===== config.mk =====
export PLATFORM = sky130hd
export DESIGN_NAME = cache_maint_ctrl
export DESIGN_NICKNAME = d
export VERILOG_FILES = /design/src/rtl/cache_maint_ctrl.sv
export SDC_FILE = /design/constraint.sdc
export NUM_CORES = 1
export LEC_CHECK = 0
export BUFFER_PORTS_ARGS = -buffer_cell sky130_fd_sc_hd__buf_4
export CAP_MARGIN = 5
export CORE_MARGIN = 5
export CORE_UTILIZATION = 43
export DETAILED_ROUTE_END_ITERATION = 12
export PLACE_DENSITY = 0.77
export SKIP_CTS_REPAIR_TIMING = 1
export SYNTH_ARGS = -nofsm -noshare
export SYNTH_HDL_FRONTEND = slang
export SYNTH_SLANG_ARGS = --single-unit
export TNS_END_PERCENT = 10

===== constraint.sdc =====
create_clock -name clk -period 1.4 [get_ports clk]
set_input_delay 0.07 -clock clk [delete_from_list [all_inputs] [get_ports clk]]
set_output_delay 0.07 -clock clk [all_outputs]
set_load 0.005 [all_outputs]

===== src/rtl/cache_maint_ctrl.sv =====
// rtl/cache_maint_ctrl.sv - CP15 c7 cache-maintenance sequencer (I-flash, D set/way scan, writeback)
//
// Purpose: turns one-cycle INVI/INVD/CleanI/CleanD pulses into a full maintenance
// pass: optional I-cache flash invalidate, then a set/way walk of the D-cache
// that writes back dirty lines (clean) and/or invalidates lines (inv).
//
// Ports:
//   clk, reset                    clock, synchronous active-high reset
//   INVI, INVD, CleanI, CleanD    maintenance request pulses
//   LineValid, LineDirty          status of line {MaintSet, MaintWay}, same cycle
//   WBAck                         memory accepted the current writeback
//   StallMaint                    pipeline stall while maintenance is active
//   MaintSet, MaintWay            line currently addressed
//   WBReq                         writeback request, held until WBAck
//   DClearDirty, DInvLine         clear dirty bit / invalidate current D line
//   IInvAll                       flash-invalidate the I-cache
//   Done                          one-cycle completion pulse
//   MaintWBCount                  accepted-writeback count
//
// Optional feature: CACHE_MAINT_STATS_EN enables the saturating writeback
// counter on MaintWBCount; otherwise MaintWBCount is tied to 0.

module cache_maint_ctrl #(
   parameter int SET_BITS = 6,
   parameter int WAYS     = 2,
   localparam int WAY_BITS = (WAYS > 1) ? $clog2(WAYS) : 1
) (
   input  logic                clk,
   input  logic                reset,
   input  logic                INVI,
   input  logic                INVD,
   input  logic                CleanI,
   input  logic                CleanD,
   input  logic                LineValid,
   input  logic                LineDirty,
   input  logic                WBAck,
   output logic                StallMaint,
   output logic [SET_BITS-1:0] MaintSet,
   output logic [WAY_BITS-1:0] MaintWay,
   output logic                WBReq,
   output logic                DClearDirty,
   output logic                DInvLine,
   output logic                IInvAll,
   output logic                Done,
   output logic [15:0]         MaintWBCount
);

   typedef enum logic [2:0] {
      ST_IDLE,
      ST_ICLR,
      ST_SCAN,
      ST_WBWAIT,
      ST_DONE
   } state_t;

   localparam logic [SET_BITS-1:0] LAST_SET = '1;
   localparam logic [WAY_BITS-1:0] LAST_WAY = WAY_BITS'(WAYS - 1);

   state_t              r_state;
   state_t              w_next_state;
   logic [SET_BITS-1:0] r_set;
   logic [WAY_BITS-1:0] r_way;
   logic                r_inv_i;
   logic                r_inv_d;
   logic                r_clean_d;
   logic                r_pend_inv_i;
   logic                r_pend_inv_d;
   logic                r_pend_clean_d;
   logic                r_pend_any;

   logic w_pulse;
   logic w_req;
   logic w_new_inv_i;
   logic w_new_inv_d;
   logic w_new_clean_d;
   logic w_last;
   logic w_load;
   logic w_advance;

   assign w_pulse       = INVI | INVD | CleanI | CleanD;
   // r_pend_any also covers a deferred CleanI, which has no flag of its own.
   assign w_req         = w_pulse | r_pend_any;
   assign w_new_inv_i   = INVI   | r_pend_inv_i;
   assign w_new_inv_d   = INVD   | r_pend_inv_d;
   assign w_new_clean_d = CleanD | r_pend_clean_d;
   assign w_last        = (r_set == LAST_SET) && (r_way == LAST_WAY);

   // A deferred request waiting in IDLE is itself a request cycle, so the stall
   // stays up across back-to-back passes.
   assign StallMaint = (r_state != ST_IDLE) | w_pulse | r_pend_any;
   assign MaintSet   = r_set;
   assign MaintWay   = r_way;

   always_comb begin
      w_next_state = r_state;
      w_load       = 1'b0;
      w_advance    = 1'b0;
      WBReq        = 1'b0;
      DClearDirty  = 1'b0;
      DInvLine     = 1'b0;
      IInvAll      = 1'b0;
      Done         = 1'b0;
      case (r_state)
         ST_IDLE: begin
            if (w_req) begin
               w_load = 1'b1;
               if (w_new_inv_i)
                  w_next_state = ST_ICLR;
               else if (w_new_inv_d | w_new_clean_d)
                  w_next_state = ST_SCAN;
               else
                  w_next_state = ST_DONE;
            end
         end
         ST_ICLR: begin
            IInvAll      = 1'b1;
            w_next_state = (r_inv_d | r_clean_d) ? ST_SCAN : ST_DONE;
         end
         ST_SCAN: begin
            if (r_clean_d & LineValid & LineDirty) begin
               WBReq        = 1'b1;
               w_next_state = ST_WBWAIT;
            end else begin
               DInvLine     = r_inv_d;
               w_advance    = 1'b1;
               w_next_state = w_last ? ST_DONE : ST_SCAN;
            end
         end
         ST_WBWAIT: begin
            WBReq = 1'b1;
            if (WBAck) begin
               DClearDirty  = 1'b1;
               DInvLine     = r_inv_d;
               w_advance    = 1'b1;
               w_next_state = w_last ? ST_DONE : ST_SCAN;
            end
         end
         ST_DONE: begin
            Done         = 1'b1;
            w_next_state = ST_IDLE;
         end
         default: w_next_state = ST_IDLE;
      endcase
   end

   always_ff @(posedge clk) begin
      if (reset) begin
         r_state        <= ST_IDLE;
         r_set          <= '0;
         r_way          <= '0;
         r_inv_i        <= 1'b0;
         r_inv_d        <= 1'b0;
         r_clean_d      <= 1'b0;
         r_pend_inv_i   <= 1'b0;
         r_pend_inv_d   <= 1'b0;
         r_pend_clean_d <= 1'b0;
         r_pend_any     <= 1'b0;
      end else begin
         r_state <= w_next_state;
         if (w_load) begin
            r_inv_i        <= w_new_inv_i;
            r_inv_d        <= w_new_inv_d;
            r_clean_d      <= w_new_clean_d;
            r_pend_inv_i   <= 1'b0;
            r_pend_inv_d   <= 1'b0;
            r_pend_clean_d <= 1'b0;
            r_pend_any     <= 1'b0;
            r_set          <= '0;
            r_way          <= '0;
         end else begin
            if (r_state != ST_IDLE) begin
               r_pend_inv_i   <= r_pend_inv_i   | INVI;
               r_pend_inv_d   <= r_pend_inv_d   | INVD;
               r_pend_clean_d <= r_pend_clean_d | CleanD;
               r_pend_any     <= r_pend_any     | w_pulse;
            end
            // Way first, then set; the set counter wraps naturally after the
            // last line, leaving the index at (0,0) for the next pass.
            if (w_advance) begin
               if (r_way == LAST_WAY) begin
                  r_way <= '0;
                  r_set <= r_set + SET_BITS'(1);
               end else begin
                  r_way <= r_way + WAY_BITS'(1);
               end
            end
         end
      end
   end

`ifdef CACHE_MAINT_STATS_EN
   logic        w_ack;
   logic [15:0] r_wb_count;

   assign w_ack = (r_state == ST_WBWAIT) & WBAck;

   always_ff @(posedge clk) begin
      if (reset)
         r_wb_count <= 16'd0;
      else if (w_ack && (r_wb_count != 16'hFFFF))
         r_wb_count <= r_wb_count + 16'd1;
   end

   assign MaintWBCount = r_wb_count;
`else
   assign MaintWBCount = 16'd0;
`endif

endmodule


== Yosys cells after proc, flatten, opt, wreduce, memory -nomap -nowiden ==
Index checks and enable logic that the tools add are counted.
W data, S select, Z words.
Storage, ports and cells
  bits of input ports: 9
  logic and storage cells: 59
  output and inout port bits: 29
  memory bits (read-only): 0
  memory bits (writable): 0
  memories: 0
  bits in latches: 0
  bits in registers: 16
Cells by class
  divide/modulo/power cells: 0
  $lt $le $gt $ge: 0
  bitwise logic cells: 13
  multiplexer cells: 22
  equal/unequal tests: 7
  shifts and indexed selects: 0
  multipliers: 0
  add/subtract/negate cells: 2
  reductions and logical operators: 6
Operators with widths (number)
  $mux W3: 7
  $pmux W3 S4: 1
  $mux W1: 11
  $or A1 B1 Y1: 11
  $add A6 B1 Y6 const B: 1
  $eq A3 B2 Y1 const B: 2
  $eq A6 B6 Y1 const B: 1
  $pmux W1 S2: 3
  $ne A2 B2 Y1 const B: 2
  $reduce_and A2 Y1: 2
  $eq A3 B1 Y1 const B: 1
  $eq A3 B3 Y1 const B: 1
  $logic_not A3 Y1: 1
  $reduce_bool A3 Y1: 1
  $and A1 B1 Y1: 2
  $reduce_or A2 Y1: 1
  $add A1 B1 Y1 const B: 1
  $logic_and A1 B1 Y1: 1

== Depth between registers and ports, before layout ==
  depth in word-level cells: 7
  depth in mapped cells: 6
  depth with buffers taken out: 5

== Worst setup path before layout ==
Ideal clock, no wire load.
  kind: flip-flop to flip-flop
  from: reg r_pend_any
  to: reg r_state[0]
  library setup time: 115 ps
  period minus slack after synthesis: 1533 ps
  path slack: -133 ps
  arrival: 1418 ps
  data required time: 1285 ps
  buffers on the path: 0
  stages on the path, launching flop included: 5
  cell sequence: dfxtp_1 -> or4_4 -> or4_1 -> a31oi_1 -> nor2_1
Between the ends
  cells in the longest elaborated chain, start to end: 3
RTL lines
  from (decl): line 69  | logic r_pend_any;
  from (signal assigned): line 175  | r_pend_any <= r_pend_any | w_pulse;
  $or A1 B1 Y1: line 82  | assign w_req = w_pulse | r_pend_any;
  $ne A2 B2 Y1 (no line)
  $reduce_and A2 Y1 (no line)
  to (signal assigned): line 159  | r_state <= w_next_state;
  to (decl): line 59  | state_t r_state;
Every way passes these cells.
A chain may end at the register's enable or synchronous reset.

== Final worst setup path ==
  from: reg r_state[0]
  to: out DInvLine
Between the ends
  cells in the longest elaborated chain, start to end: 2
  elaborated cells between the ends (all ways): 3
RTL lines
  $eq A3 B2 Y1: line 103  | case (r_state)
  $pmux W1 S2 *: line 103
  to (decl): line 42  | output logic DInvLine,
Mark *: on every way between the ends. The rest lies on a longest branch, timed or not.

==> results.toml <==
[yosys]
ys_seq_elements = 16
async_flop_share_pct = 0
synth-simple-area-share_pct = 32.9
yosysUniqueCellTypes = 39
synth_xor_area_share_pct = 2.62
syn_area_per_cell_sq_um = 8.48
synthFlopType = "dfxtp_1"
synth_top_family_by_area = "simple AND/OR/NAND/NOR gates"
synth_mux_area_share_pct = 1.00
synthesis.area_sq_mm = 0.00100
synth_top_cell_area_share_pct = 32.0
synth-seq-area-share_pct = 32.0
yosysWarnings = 0
yosysTopAreaCell = "dfxtp_1"
synth_compound_area_share_pct = 14.4
synth_cells = 118
synthAdderAreaFrac_pct = 1.25
synth_edf_count = 0
synth_area_leaders = "dfxtp_1 (32%), buf_4 (13%), nor2_1 (4.1%), or3_1 (3.8%), nor2_2 (3.1%)"

[cts]
cts_tree = "built"
clk_pin_slew_ps = 90
clk_latency_ps = 280
cts.path.max_buffers = 2
cts_root_buffer = "clkbuf_4"
cts_made_buffers = 3
cts_sinks = 16
cts.htree.levels = 1

[drt]
post_drt_wl_per_cell_microns = 13.2
initialDrtViolationCount = 21
wirelength_microns = 2680
route.vias.total = 1025
viasPerCell = 5.05
drc_errors = 0
drt_first_pass_iters = 4
ant_nets = 0

[power]
p_int_w = 0.00121
irDropWorstVdd_mv = 0.966
p_clk_share_pct = 16.0
p_seq_share_pct = 32.2
switching_share_pct = 33.9
p_sw_w = 0.000624
power_density_mw_per_mm2 = 1190
pwr-share-comb_pct = 51.9
cellLeakagePower_nw = 0.681

[floorplan]
std_cell_rows = 17
die_w_microns = 58.2
core_sq_mm = 0.00221
ios = 38
die_area_sq_mm = 0.00339
initial_core_util_pct = 45.2
chipHeight_microns = 58.2

[finish]
nets = 186
fin_util_pct = 69.9
antenna_cells = 0
drive_gt1_share_pct = 54.3
final_area_sq_mm = 0.00155
final-seq-area_sq_um = 333
area_growth_syn_to_layout_pct = 54.4
multiInputGateArea_sq_um = 688
layout_commonest_cell = "buf_4"
fillers = 182
final_cell_mix = "buf_4 (53), conb_1 (16), dfxtp_1 (12), nor2_1 (9), nand2_1 (7)"

[sta]
max_freq_ghz = 0.649
post-route-worst-setup-slack_ps = -142
setup-violations-final = 14
rsz0062_at_grt = "true"
setup_tns_ps = -933
min_period_over_period_pct = 110
maxSlewViolCount = 0
hold_viol = 0
post-route-min-period_ps = 1540
fin_skew_ps = 1.31
worst_pin_slew_ps = 563
hold_slack_ps = 143
slew_headroom_pct = 62.1

[status]
violations = "negative setup slack"
status = "finished, violations left"

[min_path]
hold_class = "in -> reg"

[critical_path]
cp_max_fo = 6
critPathLaunchType = "flop"
path_class = "reg -> out"
end_kind = "primary output"
worstPathArrival_ps = 1470
crit_required_ps = 1330

[placement]
dp_hpwl_microns = 2020
place.gp.congestion = 0.782
placed_area_sq_mm = 0.00135
io_buffers = 21

[global_route]
grtUsageTotal_pct = 14.6
first_global_vias = 932
antenna_found_initial = 0
grt_max_degree = 10
grt_remaining_overflow = 0
grt_pass1_wl_microns = 3930

[job]
maxCapViolCount = 0
[worst paths after layout]
| check | startpoint | end | slack (ps) | cells past startpoint |
|---|---|---|---|---|
| setup / recovery | r_state[0] | DInvLine | -140 | 4 |
| hold / removal | CleanI | r_pend_any | 140 | 3 |
| setup reg to reg | MaintSet[1] | r_state[1] | -120 | 5 |
| hold reg to reg | MaintSet[5] | MaintSet[5] | 520 | 2 |
[final cells by class]
cell class	count	share of cell area (%)
tap	28	2.27
clock buffer	4	2.35
multi-input combinational	95	44.5
inverter	3	0.729
sequential	16	21.5
timing repair buffer	57	28.6
[cells by family after synthesis]
group	after synthesis
AOI/OAI and AO/OA	20
xor gates and xnor gates	3
adders and majority gates	1
buffers and inverters	22
DFF	16
muxes	1
other	1
and+or+nand+nor	54
[power by group through the flow]
stage,combinational (W),clock [W],sequential [W]
floorplan,0.000442,0,0.000578
global placement,0.000716,0,0.000595
detailed placement,0.000731,0,0.000600
CTS,0.000735,0.000304,0.000590
global route,0.00103,0.000338,0.000599
finish,0.000954,0.000293,0.000592
[Yosys cell counts, drive strengths merged, types with 3 or more instances]
cell	n
a211oi	3
a21oi	7
buf	19
dfxtp	16
inv	3
nand2	7
nand3	4
nor2	17
nor4	3
o21ai	4
or3	6
or4	3
[layer usage]
metal | vias to the layer above | part of all wire (%) | global-route usage [%]
met5 | - | 0 | 0
li1 | 502 | - | -
met4 | 0 | 0.75 | 6.62
met3 | 2 | 6.4 | 2.00
met2 | 38 | 55 | 27.3
met1 | 483 | 38 | 16.2
[metrics by stage]
step / std cells / total power (W) / worst slack [ps]
detailed placement: 192 / 0.00133 / -111
global route: 203 / 0.00196 / -277
finish: 203 / 0.00184 / -142
global placement: 192 / 0.00131 / -89.1
floorplan: 133 / 0.00102 / -40.7
CTS: 196 / 0.00163 / -321
[state kept, by name, indices dropped and copies added (netlist names)]
name	cells
MaintSet	6
MaintWay	1
r_clean_d	1
r_inv_d	1
r_pend_any	1
r_pend_clean_d	1
r_pend_inv_d	1
r_pend_inv_i	1
r_state	3
[critical path, cell delays in order, from the launching register on]
cell and delay (ps):
dfxtp_4 380, and4b_1 220, or3_4 410, nor2_4 90, buf_6 90
(Power assumes the default switching activity.)
